$ cat src/rtl/time_set_pkg.sv
// Shared types and constants for the time-setting sequencer.
package time_set_pkg;

  localparam int unsigned HOUR_W = 5;
  localparam int unsigned MINUTE_W = 6;

  localparam int unsigned HOUR_MAX_DEFAULT = 23;
  localparam int unsigned MINUTE_MAX_DEFAULT = 59;

  typedef enum logic [1:0] {
    StIdle,
    StEditHour,
    StEditMin,
    StCommit
  } state_e;

endpackage

$ cat src/rtl/time_set_controller_if.sv
// Set-time bus between the time-setting sequencer (master) and the hour/minute counters (slave).
interface time_set_controller_if;
  import time_set_pkg::*;

  logic                set_time_en;
  logic [HOUR_W-1:0]   set_time_hour;
  logic [MINUTE_W-1:0] set_time_minute;
  logic [HOUR_W-1:0]   cur_hour;
  logic [MINUTE_W-1:0] cur_minute;

  modport master (
    output set_time_en,
    output set_time_hour,
    output set_time_minute,
    input  cur_hour,
    input  cur_minute
  );

  modport slave (
    input  set_time_en,
    input  set_time_hour,
    input  set_time_minute,
    output cur_hour,
    output cur_minute
  );

endinterface

$ cat src/rtl/time_set_field.sv
// One editable time field: clamped load, then up/down adjust with explicit wrap at 0 and MaxVal.
module time_set_field #(
  parameter int unsigned Width  = 5,
  parameter int unsigned MaxVal = 23
) (
  input  logic             clk,
  input  logic             rst_n,
  input  logic             en,
  input  logic             load,
  input  logic [Width-1:0] load_value,
  input  logic             inc,
  input  logic             dec,
  output logic [Width-1:0] value
);

  localparam logic [Width-1:0] Max = Width'(MaxVal);

  logic [Width-1:0] value_d, value_q;

  always_comb begin
    value_d = value_q;
    if (load) begin
      value_d = (load_value > Max) ? Max : load_value;
    end else if (en && inc && !dec) begin
      value_d = (value_q >= Max) ? '0 : value_q + Width'(1);
    end else if (en && dec && !inc) begin
      value_d = (value_q == '0) ? Max : value_q - Width'(1);
    end
  end

  always_ff @(posedge clk or negedge rst_n) begin
    if (!rst_n) begin
      value_q <= '0;
    end else begin
      value_q <= value_d;
    end
  end

  assign value = value_q;

endmodule

$ cat src/rtl/time_set_controller.sv
// Button-driven hour/minute editor issuing a one-cycle set-time load to the counters.
// Optional inactivity abort is enabled by defining TIME_SET_TIMEOUT_EN.
module time_set_controller
  import time_set_pkg::*;
#(
  parameter int unsigned HOUR_MAX       = HOUR_MAX_DEFAULT,
  parameter int unsigned MINUTE_MAX     = MINUTE_MAX_DEFAULT,
  parameter int unsigned TIMEOUT_CYCLES = 30
) (
  input  logic                  clk,
  input  logic                  rst_n,
  input  logic                  btn_mode,
  input  logic                  btn_up,
  input  logic                  btn_down,
  time_set_controller_if.master ts,
  output logic                  edit_hour,
  output logic                  edit_minute,
  output logic                  busy
);

  if (TIMEOUT_CYCLES < 2) begin : g_bad_timeout
    $error("TIMEOUT_CYCLES must be at least 2");
  end

  state_e              state_q;
  logic                set_time_en_q;
  logic [HOUR_W-1:0]   set_time_hour_q;
  logic [MINUTE_W-1:0] set_time_minute_q;
  logic                edit_hour_q, edit_minute_q, busy_q;

  logic [HOUR_W-1:0]   hour_val;
  logic [MINUTE_W-1:0] minute_val;
  logic                capture;
  logic                timeout_hit;

  // Capture live time on edit entry; mode in the same cycle suppresses any adjust.
  assign capture = (state_q == StIdle) && btn_mode;

  time_set_field #(
    .Width  (HOUR_W),
    .MaxVal (HOUR_MAX)
  ) u_hour_field (
    .clk        (clk),
    .rst_n      (rst_n),
    .en         ((state_q == StEditHour) && !btn_mode),
    .load       (capture),
    .load_value (ts.cur_hour),
    .inc        (btn_up),
    .dec        (btn_down),
    .value      (hour_val)
  );

  time_set_field #(
    .Width  (MINUTE_W),
    .MaxVal (MINUTE_MAX)
  ) u_minute_field (
    .clk        (clk),
    .rst_n      (rst_n),
    .en         ((state_q == StEditMin) && !btn_mode),
    .load       (capture),
    .load_value (ts.cur_minute),
    .inc        (btn_up),
    .dec        (btn_down),
    .value      (minute_val)
  );

`ifdef TIME_SET_TIMEOUT_EN
  localparam int unsigned TmoW = $clog2(TIMEOUT_CYCLES);
  localparam logic [TmoW-1:0] TmoLast = TmoW'(TIMEOUT_CYCLES - 1);

  logic [TmoW-1:0] tmo_q;
  logic            any_btn;

  assign any_btn     = btn_mode | btn_up | btn_down;
  assign timeout_hit = !any_btn && (tmo_q == TmoLast);
`else
  assign timeout_hit = 1'b0;
`endif

  always_ff @(posedge clk or negedge rst_n) begin
    if (!rst_n) begin
      state_q           <= StIdle;
      set_time_en_q     <= 1'b0;
      set_time_hour_q   <= '0;
      set_time_minute_q <= '0;
      edit_hour_q       <= 1'b0;
      edit_minute_q     <= 1'b0;
      busy_q            <= 1'b0;
`ifdef TIME_SET_TIMEOUT_EN
      tmo_q             <= '0;
`endif
    end else begin
      set_time_en_q <= 1'b0;
      unique case (state_q)
        StIdle: begin
          if (btn_mode) begin
            state_q     <= StEditHour;
            edit_hour_q <= 1'b1;
            busy_q      <= 1'b1;
          end
        end
        StEditHour: begin
          if (btn_mode) begin
            state_q       <= StEditMin;
            edit_hour_q   <= 1'b0;
            edit_minute_q <= 1'b1;
          end else if (timeout_hit) begin
            state_q     <= StIdle;
            edit_hour_q <= 1'b0;
            busy_q      <= 1'b0;
          end
        end
        StEditMin: begin
          if (btn_mode) begin
            state_q           <= StCommit;
            edit_minute_q     <= 1'b0;
            set_time_en_q     <= 1'b1;
            set_time_hour_q   <= hour_val;
            set_time_minute_q <= minute_val;
          end else if (timeout_hit) begin
            state_q       <= StIdle;
            edit_minute_q <= 1'b0;
            busy_q        <= 1'b0;
          end
        end
        StCommit: begin
          state_q <= StIdle;
          busy_q  <= 1'b0;
        end
        default: begin
          state_q <= StIdle;
        end
      endcase
`ifdef TIME_SET_TIMEOUT_EN
      // Count idle cycles only while editing; any button or leaving edit restarts it.
      if ((state_q == StEditHour || state_q == StEditMin) && !any_btn && !timeout_hit) begin
        tmo_q <= tmo_q + TmoW'(1);
      end else begin
        tmo_q <= '0;
      end
`endif
    end
  end

  assign ts.set_time_en     = set_time_en_q;
  assign ts.set_time_hour   = set_time_hour_q;
  assign ts.set_time_minute = set_time_minute_q;
  assign edit_hour          = edit_hour_q;
  assign edit_minute        = edit_minute_q;
  assign busy               = busy_q;

endmodule

$ cat src/flat_wrapper.sv
// flat-port wrapper written by rule: the top's interface ports become plain ports
module time_set_controller_flat import time_set_pkg::*;
#(
  parameter int unsigned HOUR_MAX       = HOUR_MAX_DEFAULT,
  parameter int unsigned MINUTE_MAX     = MINUTE_MAX_DEFAULT,
  parameter int unsigned TIMEOUT_CYCLES = 30
)
  (clk, rst_n, btn_mode, btn_up, btn_down, edit_hour, edit_minute, busy, ts_set_time_en, ts_set_time_hour, ts_set_time_minute, ts_cur_hour, ts_cur_minute);
  time_set_controller_if ts_i ();
  input  logic clk;
  input  logic rst_n;
  input  logic btn_mode;
  input  logic btn_up;
  input  logic btn_down;
  output logic edit_hour;
  output logic edit_minute;
  output logic busy;
  output wire logic [$bits(ts_i.set_time_en)-1:0] ts_set_time_en;
  output wire logic [$bits(ts_i.set_time_hour)-1:0] ts_set_time_hour;
  output wire logic [$bits(ts_i.set_time_minute)-1:0] ts_set_time_minute;
  input wire logic [$bits(ts_i.cur_hour)-1:0] ts_cur_hour;
  input wire logic [$bits(ts_i.cur_minute)-1:0] ts_cur_minute;
  assign ts_set_time_en = ts_i.set_time_en;
  assign ts_set_time_hour = ts_i.set_time_hour;
  assign ts_set_time_minute = ts_i.set_time_minute;
  assign ts_i.cur_hour = ts_cur_hour;
  assign ts_i.cur_minute = ts_cur_minute;
  time_set_controller #(.HOUR_MAX(HOUR_MAX), .MINUTE_MAX(MINUTE_MAX), .TIMEOUT_CYCLES(TIMEOUT_CYCLES)) u_core (.clk(clk), .rst_n(rst_n), .btn_mode(btn_mode), .btn_up(btn_up), .btn_down(btn_down), .ts(ts_i), .edit_hour(edit_hour), .edit_minute(edit_minute), .busy(busy));
endmodule
$ cat config.mk
export PLATFORM = sky130hd
export DESIGN_NAME = time_set_controller_flat
export DESIGN_NICKNAME = d
export VERILOG_FILES = /design/src/rtl/time_set_pkg.sv /design/src/rtl/time_set_controller_if.sv /design/src/rtl/time_set_field.sv /design/src/rtl/time_set_controller.sv /design/src/flat_wrapper.sv
export SDC_FILE = /design/constraint.sdc
export NUM_CORES = 1
export LEC_CHECK = 0
export ABC_AREA = 0
export CORE_MARGIN = 2
export CORE_UTILIZATION = 35
export DETAILED_ROUTE_END_ITERATION = 16
export DONT_BUFFER_PORTS = 1
export SYNTH_ARGS = -nofsm -noshare
export SYNTH_HDL_FRONTEND = slang
export SYNTH_HIERARCHICAL = 1
export SYNTH_SLANG_ARGS = --single-unit
$ cat constraint.sdc
create_clock -name clk -period 1.7 [get_ports clk]
set_input_delay 0.085 -clock clk [delete_from_list [all_inputs] [get_ports clk]]
set_output_delay 0.085 -clock clk [all_outputs]
set_load 0.05 [all_outputs]
---- Yosys cells after proc, flatten, opt, wreduce, memory -nomap -nowiden ----
Index checks and enable logic that the tools add are counted.
storage, ports and cells
  register bits after elaboration ......... 28
  input bits .............................. 16
operators by class
  bitwise operators ....................... 1
  reduce and logical (&&, ||, !) cells .... 27
  equal/unequal tests ..................... 6
  $add $sub $neg .......................... 4
  $lt $le $gt $ge ......................... 4
  multiplexer cells ....................... 23
operator list
  operator                                                  number
  two-way mux 6 bit                                         6
  two-way mux 5 bit                                         6
  logical AND 1 bit                                         11
  AND reduction 3 bit                                       3
  case mux 2 bit (4 select lines)                           1
  adder 6 x 1 -> 6 bit, second input constant               1
  greater-or-equal comparator 6 bit, second input constant  1
  > comparator 6 bit, second input constant                 1
  logical NOT 6 bit                                         1
  two-way mux 2 bit                                         3
  != test 2 bit, second input constant                      3
  case mux 1 bit (2 select lines)                           3
  nonzero test 3 bit                                        2
  subtractor 6 x 1 -> 6 bit, second input constant          1
  adder 5 x 1 -> 5 bit, second input constant               1
  greater-or-equal comparator 5 bit, second input constant  1
  > comparator 5 bit, second input constant                 1
  logical NOT 5 bit                                         1
  subtractor 5 x 1 -> 5 bit, second input constant          1
  equality test 2 bit, second input constant                2
  two-way mux 1 bit                                         4
  AND reduction 2 bit                                       2
  nonzero test 2 bit                                        2
  logical NOT 1 bit                                         3
  4 further kinds                                           4

---- Longest topological paths before layout ----
Gate-level depths: netlist of run 1.
  word-level depth ........................ 7
  gate-level depth with buffers ........... 8

---- By module ----
The synthesis of run 1 kept the hierarchy.
by module, submodules not included
  module                                  seq. area each (µm²)  times used  cells each  area each (µm²)
  time_set_controller                     425.4                 1           54          789.5
  time_set_field (u_core.u_minute_field)  150.1                 1           86          655.6
  time_set_field (u_core.u_hour_field)    125.1                 1           66          536.8

---- Least setup slack after synthesis of run 1 ----
OpenSTA, ideal clock, no wires.
  kind .................................... reg2reg
  start point ............................. reg u_core.state_q[0]
  end point ............................... reg u_core.u_minute_field.value_q[3], in the netlist u_core/u_minute_field/value[3]
  arrival ................................. 1614 ps
  period minus slack after synthesis ...... 1743 ps
  data required time ...................... 1570 ps
  cell stages (with the launch flop) ...... 9
  path slack .............................. -43 ps
  cell sequence ........................... dfrtp_1 > inv_1 > ha_1 > and2b_2 > and3b_1 > clkbuf_1 > o311ai_0 > o221ai_1 > o22ai_1
between the ends
  cells in the longest elaborated chain, start to end .. 6
RTL lines
  item                            line                        source
  start, declared                 time_set_controller.sv:25   state_e state_q;
  start signal, assigned          time_set_controller.sv:82   state_q <= StIdle;
  start signal, assigned          time_set_controller.sv:97   state_q <= StEditHour;
  start signal, assigned          time_set_controller.sv:104  state_q <= StEditMin;
  equality test 2 bit             time_set_controller.sv:59   .en ((state_q == StEditMin) && !btn_mode),
  logical AND 1 bit               time_set_controller.sv:59
  logical AND 1 bit (2 in a row)  time_set_field.sv:24        end else if (en && inc && !dec) begin
  two-way mux 6 bit               time_set_field.sv:24
  two-way mux 6 bit               time_set_field.sv:22        if (load) begin
  end signal, assigned            time_set_field.sv:35        value_q <= value_d;
  end, declared                   time_set_field.sv:18        logic [Width-1:0] value_d, value_q;
Several ways; a longest one is shown, not always the timed one.
A chain may end at the register's enable or synchronous reset.

---- Worst setup path in the final report of run 1 ----
  start point ............................. reg u_core.state_q[1]
  end point ............................... reg u_core.u_minute_field.value_q[3], in the netlist u_core/u_minute_field/value[3]
RTL lines
  item                                                                      line                       source
  logical NOT 2 bit (*)                                                     time_set_controller.sv:37  assign capture = (state_q == StIdle) && btn_mode;
  logical AND 1 bit (*)                                                     time_set_controller.sv:37
  net u_core.capture                                                        time_set_controller.sv:33  logic capture;
  nonzero test 3 bit (no source line) or two-way mux 6 bit (tied branches)  n/a
The timed path passes the listed nets; every way through them passes the cells marked *.

==> reports/summary.txt, run 1 <==
Share of the synthesized area in the top cell type = 35.35%
Worst rel slew slack = 67.03%
Post-route ant nets = 0
Stages on worst setup path = 7
Initial core utilization = 36.21%
Critical path launch point type = flip-flop
Final Util = 45.93%
Async SR Flop Fraction = 100.0%
Critical Path Slowest Stage Cell = dfrtp_1
Max incr delay on CP = 440 ps
Cell Area, Placed = 2200 sq um
Fillcell total = 513
Final WL = 4709 microns
Met3 usage = 4.886%
Leakage = 1.104 nW
Routed vias = 1620
Initial DRC count = 124
Cells after Synth = 206
Via-to-Cell Ratio = 5.277
Status = finished, final reports clean
Reg area = 703.2 sq um
Max Clock Freq = 0.5942 GHz
Yosys reg bits = 28
Cell accounting for the most synthesized area = dfrtp_1
Max-capacitance violation count = 0
Critical Path End = u_core/u_minute_field/value[3]
Count leader, synth = dfrtp_1
Post-synth top cells = dfrtp_1, inv_1, a21oi_1, nand2_1, o21ai_0
R2r setup slk = 20 ps
Area Overhead vs Synth = 26.83%
IO Port Bufs = 0
Gr usage total = 15.16%
Netlist cell types = 58
Worst-path fanout max = 9
Area of the multi-input gates = 1282 sq um
DP HPWL = 3310 microns
Critical path's top delay family = compound AO/OA/AOI/OAI gates
Syn Area/Cell = 9.621 sq um
Synth Net Count = 233
Period utilization = 99.00%
GR Layer Usage met1 = 20.17%
CP startpoint = u_core/state_q[1]
Core Area = 5473 sq um
Number of diodes = 0
Worst Hold Class = input port to flip-flop
TritonRoute pass-1 iters = 4
CTS Buf Count = 3
GRT overflow = 0
RD Place Congestion = 0.8454
RSZ-0062 raised after global routing = yes
Site row count = 27
Final Cell Area = 2514 sq um
Initial antenna violation count = 0
Reg-to-reg endpoint = u_core/u_minute_field/value[3]
EDFF count, synth = 0
Crit-path cells = inv_2 -> ha_2 -> and2_4 -> buf_6 -> a41o_1 -> o221ai_1 -> o22ai_1
Max Slew Vio Count = 0
CTS tree = built
Final hold viol count = 0
Clk_lat worst skew = 280 ps
Most used routing layer = met2
PD cells = 2032 nW/um^2
First-pass GRT wire length = 7569 microns
Final hold slack = 15.82 ps
Setup crit end kind = flip-flop
Final setup viols = 0
Met2 Track Usage GR = 24.07%
Crit path DAT = 1840 ps
Top Ports = 31
Finished Layout Cells = 307
Slew @ Worst Pin = 494.6 ps
Die Area = 6281 sq um
Max clock buf depth = 2
Floorplan die width = 79.25 microns
Synth top area cells = dfrtp_1, ha_1, mux2_4
Skew final = 5.347 ps
Worst Path Buf+Inv = 2
CTS clk-pin slew, worst paths = 100 ps
Cells after DPL = 292
Max VDD drop = 848.0 uV
Crit path kind = flip-flop to flip-flop
Nets = 263
Worst r2r src = u_core/state_q[1]
Ys Warns = 6
Layout cell share with drive strength beyond 1 = 36.60%
Die height = 79.25 microns
DR DRC count = 0
Critical Path RT = 1860 ps
Top FF cell, synth = dfrtp_1
Vias in the first global route = 1554
Routed length per placed instance = 15.34 microns
Min-delay src = ts_cur_minute[1]
Post-layout minimum cycle time = 1683 ps
H-Tree Depth = 1
Pin count of the biggest net entering global routing = 29
Clock sink total = 28
Sequential area share after synthesis = 35.35%
R2R cell count = 7
Post-Syn Area = 1982 sq um
Root buf cell = clkbuf_8
==> registers in the layout, indices dropped and copies added, names as in the netlist <==
| name | flops |
|---|---|
| u_core/state_q | 2 |
| u_core/edit_minute | 1 |
| u_core/ts.set_time_minute | 6 |
| u_core/u_hour_field/value | 5 |
| u_core/ts.set_time_hour | 5 |
| u_core/busy | 1 |
| u_core/u_minute_field/value | 6 |
| u_core/ts.set_time_en | 1 |
| u_core/edit_hour | 1 |
==> what timing repair did <==
action | 4_1_cts | 5_1_grt
buffers inserted | 1 | 6
hold endpoints to repair | 32 | 0
resized for setup | 9 | 30
pin swaps | 5 | 15
hold buffers | 4 | 0
setup endpoints to repair | 10 | 11
==> worst register-to-register path: cells and delay by family, from the launching register on <==
family                   cells  cell delay [ps]
flip-flops                   1              440
AO/OA/AOI/OAI                3              520
buffers and inverters        2              240
adder cells (fa/ha/maj)      1              190
AND/OR/NAND/NOR              1              180
==> report_power, final <==
| group | leakage [nW] | internal [W] | total [W] | switching, W |
|---|---|---|---|---|
| sequential | 0.328 | 0.000990 | 0.00195 | 0.000963 |
| combinational | 0.741 | 0.00137 | 0.00262 | 0.00125 |
| clock | 0.0357 | 0.000315 | 0.000534 | 0.000219 |
| total | 1.10 | 0.00267 | 0.00511 | 0.00243 |
==> layout by cell type (no fill, tap or decap), drive strengths merged, types with 2 or more instances in the layout <==
cell          n
dlygate4sd3   3
inv          15
nand3b        2
o221ai        2
xnor2         2
ha           11
mux2         12
o22ai         7
o211a         2
o31ai         2
a31oi         2
nand2b        2
xor2          3
nor3         10
and3          2
clkbuf        3
nand3         4
and3b         2
nand2        14
o21a          2
and2b         3
nor4          3
dfrtp        28
nand4         2
a21oi        13
a311oi        2
nor3b         5
and2          2
o21ai        15
a211oi        3
buf          32
nor2          8
==> per-layer routing <==
metal  part of all wire, %  up-vias
met4                  0.30        0
met2                    47       46
met3                   5.7        2
met5                     0        -
li1                      -      813
met1                    47      759
==> logic make-up after synthesis <==
family	share of synthesized area, %
mux	9.028
flops	35.35
fa+ha+maj	6.944
xor+xnor	2.210
simple gates	20.90
compound gates	19.19
buf+inv	6.376
==> area by class of cell <==
class / count / area share, %
clock buffer: 3 / 1.643
clock inverter: 1 / 1.195
inverter: 15 / 2.240
multi-input combinational: 153 / 51.02
sequential: 28 / 27.97
tap: 72 / 3.584
timing repair buffer: 35 / 12.34
==> worst min path at each step <==
| stage | end | slack [ps] | cells after the start |
|---|---|---|---|
| 2_1_floorplan | u_core/busy | -210 | 0 |
| 3_3_place_gp | u_core/u_hour_field/value[0] | -210 | 0 |
| 3_5_place_dp | u_core/u_hour_field/value[0] | -210 | 0 |
| 4_1_cts | u_core/u_minute_field/value[0] | 10 | 2 |
| 5_1_grt | u_core/u_hour_field/value[1] | 20 | 2 |
| 6_report | u_core/u_minute_field/value[1] | 20 | 2 |
==> through the flow <==
stage                     power, W  TNS [ps]  setup slack (ps)
after detailed placement  0.004210    -202.5            -89.42
after floorplan           0.003549    -6.887            -6.887
after global placement    0.004208    -71.71            -48.27
after CTS                 0.004837    -84.21            -41.13
after global routing      0.005500    -436.7            -80.04
final                     0.005109         0             17.05
Power figures use the tool's default switching activity.
==> run 2: changes to the inputs <==
Clock period 1.7 ns to 2.1 ns, I/O delays scaled along.
==> run 2 against run 1 <==
  * Clock power shrank 20%
  * Largest cell class unchanged
  * Sequential share of layout area up 4.7 points
  * Die area stayed put
  * Flip-flop and latch count unchanged
  * Count of clock-buffer cells in the layout unchanged
  * Register-to-register slack better by 140 ps
==> reports/summary.txt, run 2 (synthesis gave the netlist of run 1 again) <==
Status = finished, final reports clean
Setup TNS = 0 ps (unchanged)
Worst r2r src = u_core/state_q[0]
DP HPWL = 3114 microns (-5.9%)
Final setup viols = 0 (unchanged)
Max Clock Freq = 0.5142 GHz (-13%)
Post-layout minimum cycle time = 1945 ps (+262.0 ps)
IO Port Bufs = 0 (unchanged)
Reg-to-reg endpoint = u_core/u_minute_field/value[4]
Die Area = 6281 sq um (unchanged)
Combinational group share of total power = 41.4% (-9.9 points)
Core Area = 5473 sq um (unchanged)
Nets = 234 (-11%)
Post-route ant nets = 0 (unchanged)
RSZ-0062 raised after global routing = no
Vias in the first global route = 1436 (-7.6%)
Site row count = 27 (unchanged)
Worst hold endpoint = u_core/u_hour_field/value[2]
Crit path kind = flip-flop to flip-flop
Routed length per placed instance = 15.18 microns (-1.1%)
Cell Area, Placed = 2024 sq um (-8.0%)
Slew @ Worst Pin = 495.2 ps (+0.6026 ps)
Worst rel slew slack = 66.99% (about the same)
DR DRC count = 0 (unchanged)
Worst Hold Class = input port to flip-flop
Final hold viol count = 0 (unchanged)
Min-delay src = ts_cur_hour[2]
Via-to-Cell Ratio = 5.439 (+3.1%)
Pin count of the biggest net entering global routing = 29 (unchanged)
Setup crit end kind = flip-flop
Setup WS pre-CTS = 190.1 ps (+279.5 ps)
TritonRoute pass-1 iters = 4 (unchanged)
Max VDD drop = 664.6 uV (-22%)
Max clock buf depth = 2 (unchanged)
Max Slew Vio Count = 0 (unchanged)
CTS clk-pin slew, worst paths = 100 ps (about the same)
Layout cell share with drive strength beyond 1 = 16.50% (-20 points)
Final Cell Area = 2142 sq um (-15%)
CP startpoint = u_core/state_q[0]
Number of diodes = 0 (unchanged)
First-pass GRT wire length = 6858 microns (-9.4%)
Top Ports = 31 (unchanged)
Initial core utilization = 36.21% (unchanged)
Commonest non-fill, non-tap cells in the layout = dfrtp_1, inv_1, o21ai_0, nand2_1, a21oi_1
R2R cell count = 8 (+1)
PnR worst setup slack = 155.1 ps (+138.0 ps)
GRT overflow = 0 (unchanged)
Final WL = 4219 microns (-10%)
Crit path DAT = 2100 ps (+260 ps)
Area of the multi-input gates = 1161 sq um (-9.5%)
Leakage = 0.9378 nW (-15%)
Period utilization = 92.62% (-6.4 points)
Commonest non-fill, non-tap cell in the layout = dfrtp_1
Hold path depth = 2 (unchanged)
Switching Fraction = 49.62% (+2.0 points)
R2r setup slk = 160 ps (+140 ps)
Max-capacitance violation count = 0 (unchanged)
Worst-path fanout max = 12 (+3)
RD Place Congestion = 0.8713 (+3.1%)
H-Tree Depth = 1 (unchanged)
Floorplan die width = 79.25 microns (unchanged)
Root buf cell = clkbuf_8
Reg area = 700.7 sq um (-0.36%)
Critical Path RT = 2260 ps (+400 ps)
Pint = 0.001802 W (-33%)
CTS tree = built
Setup bufs post-CTS = 0 (-1)
Area Overhead vs Synth = 8.081%
PD cells = 1670 nW/um^2 (-18%)
Clock sink total = 28 (unchanged)
Total power draw = 0.003578 W (-30%)
Initial DRC count = 99 (-20%)
Clock Power Share = 12.0% (+1.5 points)
Routed vias = 1512 (-6.7%)
Clk_lat worst skew = 270 ps (about the same)
Fillcell total = 558 (+8.8%)
Die height = 79.25 microns (unchanged)
NetSw = 0.001775 W (-27%)
CTS Buf Count = 3 (unchanged)
Critical path launch point type = flip-flop
Initial antenna violation count = 0 (unchanged)
Gr usage total = 13.79% (-1.4 points)
Sequential power share = 46.6% (+8.4 points)
Skew final = 2.276 ps (-3.071 ps)
## run 2: changes by cell type in the layout (fill, tap and decap cells not counted), moves of 3 or more
cell     before  now
buf_6         4    0
o21ai_1       6    2
o21ai_0       9   13
ha_1          7   11
buf_4        26    3
nor3_1        6    9
## run 2: worst max path at each step
stage	endpoint	slack, ps	cells after the start
after floorplan	u_core/u_minute_field/value[3]	360	8
after global placement	u_core/u_minute_field/value[4]	170	8
after detailed placement	u_core/u_minute_field/value[4]	190	8
after CTS	u_core/u_minute_field/value[4]	170	8
after global routing	u_core/u_minute_field/value[4]	3	8
final	u_core/u_minute_field/value[4]	160	8
## run 2: cell type report
cell class	count	area share, %
multi-input combinational	153	54.21
sequential	28	32.71
tap	72	4.206
timing repair buffer	6	2.921
inverter	15	2.629
clock buffer	3	1.928
clock inverter	1	1.402
## run 2: power groups by stage
stage / combinational (W) / clock [W] / sequential [W]
CTS: 0.00148 / 0.000443 / 0.00167
finish: 0.00148 / 0.000428 / 0.00167
global route: 0.00167 / 0.000464 / 0.00173
global placement: 0.00145 / 0 / 0.00169
detailed placement: 0.00145 / 0 / 0.00169
floorplan: 0.00138 / 0 / 0.00149
## run 2: per-stage QoR
stage	utilization, %	hold WS, ps	std cells
3_5_place_dp	36.99	-189.8	271
3_3_place_gp	36.99	-189.7	271
6_report	39.14	27.53	278
2_1_floorplan	-	-190.6	206
4_1_cts	39.03	18.19	278
5_1_grt	39.14	25.22	278
## run 2: what timing repair did
action,in CTS,in global routing
hold buffers,3,0
hold endpoints to repair,29,0
endpoints found under the setup margin,0,1
gates resized for setup,0,1
## run 2: critical path: stages, from the launching register on
cell     delay (ps)
dfrtp_1         410
inv_1           140
ha_1            200
and2_2          290
buf_4           240
a21oi_1          60
buf_4           170
nor3_1          210
a21oi_1         100
## run 2: metal layers
| metal | up-vias | part of all wire, % | GRT usage, % |
|---|---|---|---|
| li1 | 755 | - | - |
| met1 | 712 | 46 | 17.83 |
| met2 | 41 | 46 | 22.20 |
| met3 | 4 | 7.2 | 4.659 |
| met4 | 0 | 0.66 | 3.276 |
| met5 | - | 0 | 0 |
